`src/rtl/multdiv_issue.sv`:
```
// -----------------------------------------------------------------------------
// multdiv_issue
//
// Pipeline-side controller for the multi-cycle multiplier/divider pair.
// It accepts a mult/div instruction from execute and latches its operands.
// It then fires a one-cycle ctrl_MULT or ctrl_DIV pulse and stalls the
// pipeline until the unit reports ready. Finally it presents one registered
// writeback: the result goes to rd, or an exception code goes to rstatus.
//
// Optional feature (compile-time macro MULTDIV_TIMEOUT_EN):
//   A WAIT-cycle watchdog. After TIMEOUT_CYCLES WAIT cycles without
//   unit_ready, the controller writes back the op's exception code to
//   RSTATUS_REG. Without the macro, WAIT lasts until unit_ready.
//
// Ports:
//   clock, reset         rising-edge clock, asynchronous active-high reset
//   start, is_div        instruction present in execute / divide select
//   operand_a/b          dividend|multiplicand / divisor|multiplier
//   dest_reg             rd of the instruction
//   unit_result          product or quotient from the unit
//   unit_exception       overflow / divide-by-zero flag from the unit
//   unit_ready           unit completion flag
//   ctrl_MULT, ctrl_DIV  one-cycle start pulses to the unit
//   data_operandA/B      latched operands, stable through the operation
//   stall                freezes fetch/decode/execute
//   busy                 controller is not idle
//   wb_valid             one-cycle writeback strobe
//   wb_reg/data/exception writeback index, value, exception marker
// -----------------------------------------------------------------------------
module multdiv_issue #(
  parameter int RSTATUS_REG    = 30,
  parameter int EXC_MULT_CODE  = 4,
  parameter int EXC_DIV_CODE   = 5,
  parameter int TIMEOUT_CYCLES = 40
) (
  input  logic        clock,
  input  logic        reset,
  input  logic        start,
  input  logic        is_div,
  input  logic [31:0] operand_a,
  input  logic [31:0] operand_b,
  input  logic [4:0]  dest_reg,
  input  logic [31:0] unit_result,
  input  logic        unit_exception,
  input  logic        unit_ready,
  output logic        ctrl_MULT,
  output logic        ctrl_DIV,
  output logic [31:0] data_operandA,
  output logic [31:0] data_operandB,
  output logic        stall,
  output logic        busy,
  output logic        wb_valid,
  output logic [4:0]  wb_reg,
  output logic [31:0] wb_data,
  output logic        wb_exception
);

  typedef enum logic [1:0] {S_IDLE, S_ISSUE, S_WAIT, S_DONE} state_t;

  state_t      state;
  logic        op_is_div;
  logic [4:0]  op_rd;
  logic        accept;
  logic [31:0] exc_code;

`ifdef MULTDIV_TIMEOUT_EN
  logic [5:0]  wait_cnt;
`endif

  // A new instruction is taken only when idle or on the writeback cycle.
  // Starts during ISSUE/WAIT stay upstream, held there by the stall.
  assign accept   = start && (state == S_IDLE || state == S_DONE);
  assign stall    = accept || state == S_ISSUE || state == S_WAIT;
  assign busy     = (state != S_IDLE);
  assign exc_code = op_is_div ? 32'(EXC_DIV_CODE) : 32'(EXC_MULT_CODE);

  // NOTE: every register here is state, so all of them use non-blocking
  // assignments. A blocking assignment would let one register's new value
  // leak into another register's update in the same edge.
  always_ff @(posedge clock or posedge reset) begin
    if (reset) begin
      state         <= S_IDLE;
      ctrl_MULT     <= 1'b0;
      ctrl_DIV      <= 1'b0;
      data_operandA <= '0;
      data_operandB <= '0;
      op_is_div     <= 1'b0;
      op_rd         <= '0;
      wb_valid      <= 1'b0;
      wb_reg        <= '0;
      wb_data       <= '0;
      wb_exception  <= 1'b0;
`ifdef MULTDIV_TIMEOUT_EN
      wait_cnt      <= '0;
`endif
    end else begin
      // The ctrl pulses and wb_valid are single-cycle strobes.
      // They are raised only on the transition that needs them.
      ctrl_MULT <= 1'b0;
      ctrl_DIV  <= 1'b0;
      wb_valid  <= 1'b0;

      case (state)
        S_IDLE, S_DONE: begin
          if (accept) begin
            data_operandA <= operand_a;
            data_operandB <= operand_b;
            op_is_div     <= is_div;
            op_rd         <= dest_reg;
            ctrl_DIV      <= is_div;
            ctrl_MULT     <= !is_div;
            state         <= S_ISSUE;
          end else begin
            state <= S_IDLE;
          end
        end

        // unit_ready may still be high from the previous operation,
        // so it is not looked at here.
        S_ISSUE: begin
          state <= S_WAIT;
`ifdef MULTDIV_TIMEOUT_EN
          wait_cnt <= '0;
`endif
        end

        S_WAIT: begin
          if (unit_ready) begin
            state    <= S_DONE;
            wb_valid <= 1'b1;
            if (unit_exception) begin
              wb_reg       <= 5'(RSTATUS_REG);
              wb_data      <= exc_code;
              wb_exception <= 1'b1;
            end else begin
              wb_reg       <= op_rd;
              wb_data      <= unit_result;
              wb_exception <= 1'b0;
            end
          end
`ifdef MULTDIV_TIMEOUT_EN
          // Ready is checked first, so it wins over a same-cycle timeout.
          else if (wait_cnt == 6'(TIMEOUT_CYCLES - 1)) begin
            state        <= S_DONE;
            wb_valid     <= 1'b1;
            wb_reg       <= 5'(RSTATUS_REG);
            wb_data      <= exc_code;
            wb_exception <= 1'b1;
          end else begin
            wait_cnt <= wait_cnt + 6'd1;
          end
`endif
        end
      endcase
    end
  end

endmodule

```
`config.mk`:
```
export PLATFORM = sky130hd
export DESIGN_NAME = multdiv_issue
export DESIGN_NICKNAME = d
export VERILOG_FILES = /design/src/rtl/multdiv_issue.sv
export SDC_FILE = /design/constraint.sdc
export NUM_CORES = 1
export LEC_CHECK = 0
export CORE_MARGIN = 2
export CORE_UTILIZATION = 55
export CTS_CLUSTER_SIZE = 25
export DETAILED_ROUTE_END_ITERATION = 8
export DONT_BUFFER_PORTS = 1
export GPL_ROUTABILITY_DRIVEN = 0
export PLACE_DENSITY_LB_ADDON = 0.2
export RECOVER_POWER = 25
export SYNTH_ARGS = -nofsm -noshare
export SYNTH_HDL_FRONTEND = slang
export SYNTH_SLANG_ARGS = --single-unit
```
`constraint.sdc`:
```
create_clock -name clock -period 9.7 [get_ports clock]
set_input_delay 0.97 -clock clock [delete_from_list [all_inputs] [get_ports clock]]
set_output_delay 0.97 -clock clock [all_outputs]
set_load 0.01 [all_outputs]
```
**Word level (Yosys, flattened, before mapping)**

Index checks and enable logic that the tools add are counted.

- Register bits: 113
- Logic and storage cells: 38
- Bits of input ports: 107
- Output and inout port bits: 107

- Reduce and logical (&&, ||, !) cells: 10
- Muxes and demuxes: 13
- Equality and inequality tests: 4

Operator list:

| operator | count |
|---|---|
| 32-bit two-way mux | 1 |
| 1-bit two-way mux | 9 |
| 2-bit case mux with 3 select lines | 1 |
| 5-bit two-way mux | 1 |
| 2-bit == test (second input constant) | 2 |
| 2-bit AND reduction | 2 |
| 1-bit logical OR | 3 |
| 2-bit by 1-bit == test with 1-bit output (second input constant) | 1 |
| 2-bit zero test | 1 |
| 2-bit two-way mux | 1 |
| 2-bit != test (second input constant) | 1 |
| 2-bit nonzero test | 1 |
| 2-bit OR reduction | 1 |
| 1-bit logical AND | 1 |
| 1-bit zero test | 1 |

**Longest topological paths before layout**

Gate-level depths: netlist (run 1).

- Depth in word-level cells: 5
- Depth in mapped cells: 7
- Mapped depth without buffers: 4

**Least setup slack after synthesis (run 1)**

No wires, ideal clock.

- Path type: input to output
- From: input port start
- To: output port stall
- Required time: 8730 ps
- Cell stages on the path: 4
- Buffers on the path: 2
- Arrival time: 1741 ps
- Slack: 6989 ps
- Cells stage by stage: nor2b_2 > buf_6 > clkbuf_8 > or3_1

- Longest elaborated chain between the ends: 3

Ends and longest elaborated chain:

| element | RTL line | text |
|---|---|---|
| start: declaration | 38 | `input logic start,` |
| 1-bit logical AND | 72 | `assign accept = start && (state == S_IDLE \|\| state == S_DONE);` |
| 1-bit logical OR (2 in a row) | 73 | `assign stall = accept \|\| state == S_ISSUE \|\| state == S_WAIT;` |
| end: declaration | 50 | `output logic stall,` |

No other way between the ends.

**Worst setup path in the final report (run 1)**

- From: register state[0]
- To: register wb_exception

- Longest elaborated chain between the ends: 2

Ends and longest elaborated chain:

| element | RTL line | text |
|---|---|---|
| start: declaration | 60 | `state_t state;` |
| start signal: assignment | 82 | `state <= S_IDLE;` |
| start signal: assignment | 112 | `state <= S_ISSUE;` |
| start signal: assignment | 114 | `state <= S_IDLE;` |
| 2-bit == test | 103 | `case (state)` |
| 2-bit AND reduction (no line) | - |  |
| end signal: assignment | 92 | `wb_exception <= 1'b0;` |
| end signal: assignment | 134 | `wb_exception <= 1'b1;` |
| end signal: assignment | 138 | `wb_exception <= 1'b0;` |
| end: declaration | 55 | `output logic wb_exception` |

No other way between the ends.
A chain may end at the register's enable or synchronous reset.

==> results of run 1 <==
-- where the power goes --
group / switching [mW] / leakage, nW / internal (mW) / total (mW)
Sequential: 0.269 / 1.37 / 0.712 / 0.982
Clock: 0.201 / 0.283 / 0.420 / 0.620
Combinational: 0.215 / 0.544 / 0.246 / 0.460
Total: 0.684 / 2.19 / 1.38 / 2.06
-- cell usage in the layout, fill, tap and decap left out, types with 2 or more instances in the layout --
cell type | synthesis | routed
dfrtp_1 | 113 | 113
mux2_2 | 71 | 71
inv_1 | 35 | 34
nand4b_1 | 31 | 31
o21ai_0 | 28 | 30
clkbuf_16 | 0 | 16
a21oi_1 | 12 | 12
nor2_1 | 6 | 6
bufinv_16 | 0 | 4
ha_1 | 3 | 3
clkinvlp_4 | 0 | 3
clkbuf_1 | 9 | 3
clkbuf_8 | 7 | 2
clkinv_2 | 0 | 2
buf_4 | 1 | 2
-- worst max-delay path, stage by stage (launching register included) --
cell and delay, ps:
dfrtp_1 390, inv_1 90, ha_1 170, clkbuf_1 1300, and2_0 1510, mux2_1 400
-- per-stage QoR --
stage	total power, mW	util, %	hold slack, ps
6_report	2.062	63.17	510.6
5_1_grt	2.187	63.17	513.3
4_1_cts	2.094	63.27	328.9
3_5_place_dp	1.465	55.93	498.3
3_3_place_gp	1.437	55.93	490.6
2_1_floorplan	1.373	-	480.3
-- per-layer routing --
| layer | wire length (um) | part of all wire, % | GRT usage, % |
|---|---|---|---|
| met1 | 3518 | 38 | 23.24 |
| met2 | 4741 | 51 | 32.86 |
| met3 | 1018 | 11 | 9.328 |
| met4 | 94 | 1.0 | 8.575 |
| met5 | 0 | 0 | 0 |
-- cell type report --
cell class	count	share of cell area, %
clock buffers	20	8.473
inverters	35	2.581
clock inverters	10	3.141
well taps	105	2.557
multi-input cells	165	27.85
flip-flops and latches	113	55.03
repair buffers	3	0.3652
-- cell usage after synthesis --
library cell	number
mux2_2	71
ha_1	3
or2b_1	1
and2_4	1
inv_1	35
nand2_1	1
nor2b_2	1
a21oi_1	12
or3_1	1
clkbuf_8	7
nand2b_1	1
buf_6	1
mux2_1	1
clkbuf_2	1
dfrtp_1	113
mux2i_1	1
o21ai_1	3
and2_1	1
o21ai_0	28
buf_4	1
nor3b_1	1
a31oi_1	1
clkbuf_1	9
nor2_1	6
nand4b_1	31
buf_2	6
-- cell families after synthesis --
logic type               Yosys count  share of synthesized area [%]
buffers and inverters             60                          6.896
AO/OA/AOI/OAI                     44                          4.844
AND/OR/NAND/NOR                   45                          7.636
flip-flops                       113                          61.85
multiplexers                      73                          17.95
adder cells (fa/ha/maj)            3                         0.8211
-- path summary, 6_finish.rpt --
path	to	depth (start not counted)	start	slack (ps)
min in group asynchronous	data_operandB[13]	1	reset	650
worst min-delay path	op_rd[1]	1	op_rd[1]	510
worst max register to register	wb_exception	5	state[0]	5670
worst min register to register	op_rd[1]	1	op_rd[1]	510
max in group asynchronous	state[0]	2	reset	7420
worst max-delay path	wb_exception	5	state[0]	5670
==> run_results.csv, run 1 <==
group,metric,value,unit
clock_tree,cts_buffers,17,
synthesis,syn_area,0.004572,mm2
synthesis,ys_types,26,
synthesis,synth_nets,448,
synthesis,synth_top_area_cell,"dfrtp_1",
power,cellPowerDensity,401.4,mW/mm2
run_status,failed_checks,"max-capacitance violations, max-slew violations",
critical_path,end_kind,"register",
timing,worstMarginPinSlew,1855,ps
clock_tree,cts_setup_buffers,0,
critical_path,cp.arrival,4400,ps
cells_and_area,final_area,0.005139,mm2
timing,timing.final.crit_share,41.53,%
timing,hold_violations,0,
die,rows,33,
clock_tree,cts_buffer_depth,2,
cells_and_area,regArea,0.002828,mm2
cells_and_area,nets,445,
route,drc,0,
route,drt_wl_total,9372,um
min_path,hold_path.class,"reg -> reg",
timing,finalClockSkew,5.983,ps
die,initial_core_util,56.21,%
place,preCtsSetupSlack,7267,ps
cells_and_area,layout.cells.non_filler,451,
cells_and_area,antenna_cells,0,
die,core_area,0.008134,mm2
route,wire_per_inst,20.78,um
route,num_vias,2595,
power,cellLeakagePower,2.192,nW
critical_path,cp_max_fo,41,
route,drt_iter0_drc,115,
route,via_per_inst,5.754,
place,port_buffers,0,
synthesis,syn_inst,338,
run_status,status,"finished with violations",
place,hpwl,6156,um
power,peakVddDrop,188.7,uV
critical_path,required,10070,ps
clock_tree,clk_latency,490,ps
clock_tree,htreeDepth,4,
cells_and_area,multiInputGateArea,0.001431,mm2
global_routing,grt_max_degree,83,
synthesis,yosysWarningCount,0,
timing,period_minus_slack,4028,ps
route,dr.pass1.iters,4,
cells_and_area,drive_gt1_share,29.77,%
die,die_w,95.18,um
global_routing,grt_pass1_wl,13800,um
timing,slew_violations,82,
critical_path,startpoint_type,"register",
die,fp.dieH,95.18,um
global_routing,gr-total-overflow,0,
synthesis,synth.avg_cell_area,13.53,um2
route,detail-route-antenna-nets,0,
clock_tree,cts.sinks,113,
synthesis,yosys.area.top_type_share,61.85,%
timing,finalSetupTns,0,ps
clock_tree,ctsHoldBuffers,0,
place,place_area,0.004549,mm2
cells_and_area,reg_top3,"data_operandA (32), data_operandB (32), wb_data (32)",
clock_tree,postCtsResizedCells,0,
global_routing,antenna_found_initial,0,
synthesis,synth_area_leaders,"dfrtp_1 (62%), mux2_2 (17%), nand4b_1 (5.9%), o21ai_0 (3.1%), inv_1 (2.9%)",
cells_and_area,area_growth,12.40,%
flow_run,cap_violations,2,
timing,setup_slack,5672,ps
synthesis,yosys_register_bits,113,
clock_tree,root_buffer,"clkbuf_8",
global_routing,grt_usage,20.30,%
cells_and_area,fill_cells,640,
die,io_pins,214,
global_routing,grt_pass1_vias,2595,
timing,finalSetupViolations,0,
critical_path,path_class,"reg -> reg",
timing,grt_setup_unrepaired,"no",
timing,max_freq,248.3,MHz
place,place_inst,421,
clock_tree,clkTransAtPathRegs,50,ps
die,dieArea,0.009058,mm2
timing,relSlewSlack,-23.76,%
synthesis,synth_seq_area_share,61.85,%
clock_tree,cts_tree,"built",
(Power assumes the default switching activity.)
==> run 2, diff against run 1 <==
- clock period: 9.7 -> 3.7 ns (I/O delays scaled with it)
==> run 2 against run 1 <==
The run still ends with max-capacitance violations, max-slew violations left. Worst setup slack got worse by 4600 ps. Wire length grew 5.1%. Largest power group unchanged. First-iteration DRC count down 8.7%. Register-to-register slack got worse by 4000 ps. Count of clock-buffer cells in the layout is 2 lower. Clock skew increased by 1.1 ps. Final cell count up 6.2%. Power increased to 2.6 times the previous value. Via count increased by 5.6%. Sequential cell count unchanged. Worst hold slack worse by 490 ps. Die area unchanged.
==> run_results.csv, run 2 (synthesized netlist as in run 1, its figures left out) <==
group,metric,value,unit
run_status,status,"finished with violations",
run_status,failed_checks,"max-capacitance violations, max-slew violations",
cells_and_area,drive_gt1_share,28.88,%
die,io_pins,214,
critical_path,end_kind,"primary output",
route,wire_per_inst,20.56,um
timing,worstMarginPinSlew,2210,ps
timing,setup_slack,1060,ps
timing,slew_violations,62,
timing,grt_setup_unrepaired,"no",
critical_path,cp_max_fo,60,
clock_tree,cts_buffers,17,
global_routing,grt_pass1_vias,2825,
global_routing,grt_usage,21.83,%
cells_and_area,regArea,0.002828,mm2
die,die_w,95.18,um
route,drt_wl_total,9847,um
timing,finalSetupTns,0,ps
timing,finalClockSkew,7.089,ps
route,drc,0,
global_routing,gr-total-overflow,0,
critical_path,cp_slowest_cell,"nor2b_4",
timing,timing.final.crit_share,71.35,%
cells_and_area,reg_top3,"data_operandA (32), data_operandB (32), wb_data (32)",
clock_tree,cts_setup_buffers,0,
critical_path,cp_cell_sequence,"inv_1, ha_1, nor2b_4, buf_12, or3_1",
route,via_per_inst,5.720,
die,fp.dieH,95.18,um
cells_and_area,antenna_cells,0,
clock_tree,ctsHoldBuffers,17,
clock_tree,htreeDepth,4,
power,peakVddDrop,529.4,uV
flow_run,cap_violations,1,
route,dr.pass1.iters,4,
global_routing,antenna_found_initial,0,
power,p_total,5.355,mW
critical_path,required,3330,ps
cells_and_area,layout.cells.non_filler,479,
cells_and_area,area_growth,17.60,%
cells_and_area,final_common_cell,"dfrtp_1",
timing,hold_ws,22.80,ps
die,initial_core_util,56.21,%
route,detail-route-antenna-nets,0,
clock_tree,cts_tree,"built",
clock_tree,cts_buffer_depth,2,
route,num_vias,2740,
cells_and_area,multiInputGateArea,0.001434,mm2
clock_tree,clk_latency,500,ps
critical_path,path_class,"reg -> out",
die,dieArea,0.009058,mm2
timing,finalSetupViolations,0,
timing,max_freq,378.8,MHz
timing,relSlewSlack,-47.46,%
timing,hold_violations,0,
power,cellPowerDensity,996.1,mW/mm2
global_routing,grt_max_degree,62,
min_path,hold_path.class,"in -> reg",
clock_tree,postCtsResizedCells,0,
clock_tree,cts.sinks,113,
cells_and_area,fill_cells,609,
clock_tree,root_buffer,"clkbuf_8",
die,rows,33,
place,preCtsSetupSlack,1566,ps
critical_path,cp.arrival,2270,ps
power,cellLeakagePower,2.301,nW
die,core_area,0.008134,mm2
place,port_buffers,0,
timing,period_minus_slack,2640,ps
cells_and_area,layout_common_cells,"dfrtp_1 (113), mux2_2 (71), inv_1 (35)",
place,place_inst,422,
global_routing,grt_pass1_wl,14700,um
route,drt_iter0_drc,105,
critical_path,max_stage_delay,400,ps
clock_tree,clkTransAtPathRegs,50,ps
cells_and_area,nets,471,
place,hpwl,6430,um
critical_path,startpoint_type,"register",
## run 2: cell count changes in the layout (fill, tap and decap cells not counted), moves of 2 or more
cell | previous run | this run
dlygate4sd3_1 | 0 | 25
bufinv_16 | 4 | 2
clkinv_2 | 2 | 5
o21ai_1 | 1 | 3
clkbuf_1 | 3 | 1
o21ai_0 | 30 | 28
## run 2: layout make-up
| type | instances | area share (%) |
|---|---|---|
| timing repair buffer | 29 | 5.446 |
| clock buffer | 18 | 7.773 |
| inverter | 35 | 2.444 |
| clock inverter | 14 | 2.630 |
| multi-input combinational | 165 | 26.67 |
| tap | 105 | 2.444 |
| sequential | 113 | 52.59 |
## run 2: metrics by stage
step	util [%]	area, um2
2_1_floorplan	-	4572
3_3_place_gp	56.18	4569
3_5_place_dp	56.18	4569
4_1_cts	65.14	5299
5_1_grt	66.10	5376
6_report	66.10	5376
## run 2: report_power, final
part / internal, mW / switching, mW
Combinational: 0.682 / 0.575
Sequential: 1.87 / 0.712
Clock: 0.953 / 0.566
## run 2: final timing paths
path / start / endpoint / slack [ps] / cells past startpoint
min in group asynchronous: reset / data_operandB[15] / 1080 / 2
hold reg to reg: op_rd[0] / op_rd[0] / 510 / 1
max in group asynchronous: reset / op_rd[0] / 1270 / 3
setup reg to reg: state[0] / wb_exception / 1630 / 5
setup / recovery: state[0] / stall / 1060 / 5
hold / removal: operand_a[12] / data_operandA[12] / 20 / 1
## run 2: critical path, delay by kind of cell (launching register included)
kind / cells / cell delay, ps
adders and majority gates: 1 / 370
DFF: 1 / 370
buffers and inverters: 2 / 420
and+or+nand+nor: 2 / 610
## run 2: layer usage
metal	wire [um]	vias up	global-route usage, %
met1	3665	1382	24.63
li1	-	1206	-
met2	5118	137	36.68
met3	935	15	8.775
met5	0	-	0
met4	128	0	9.300
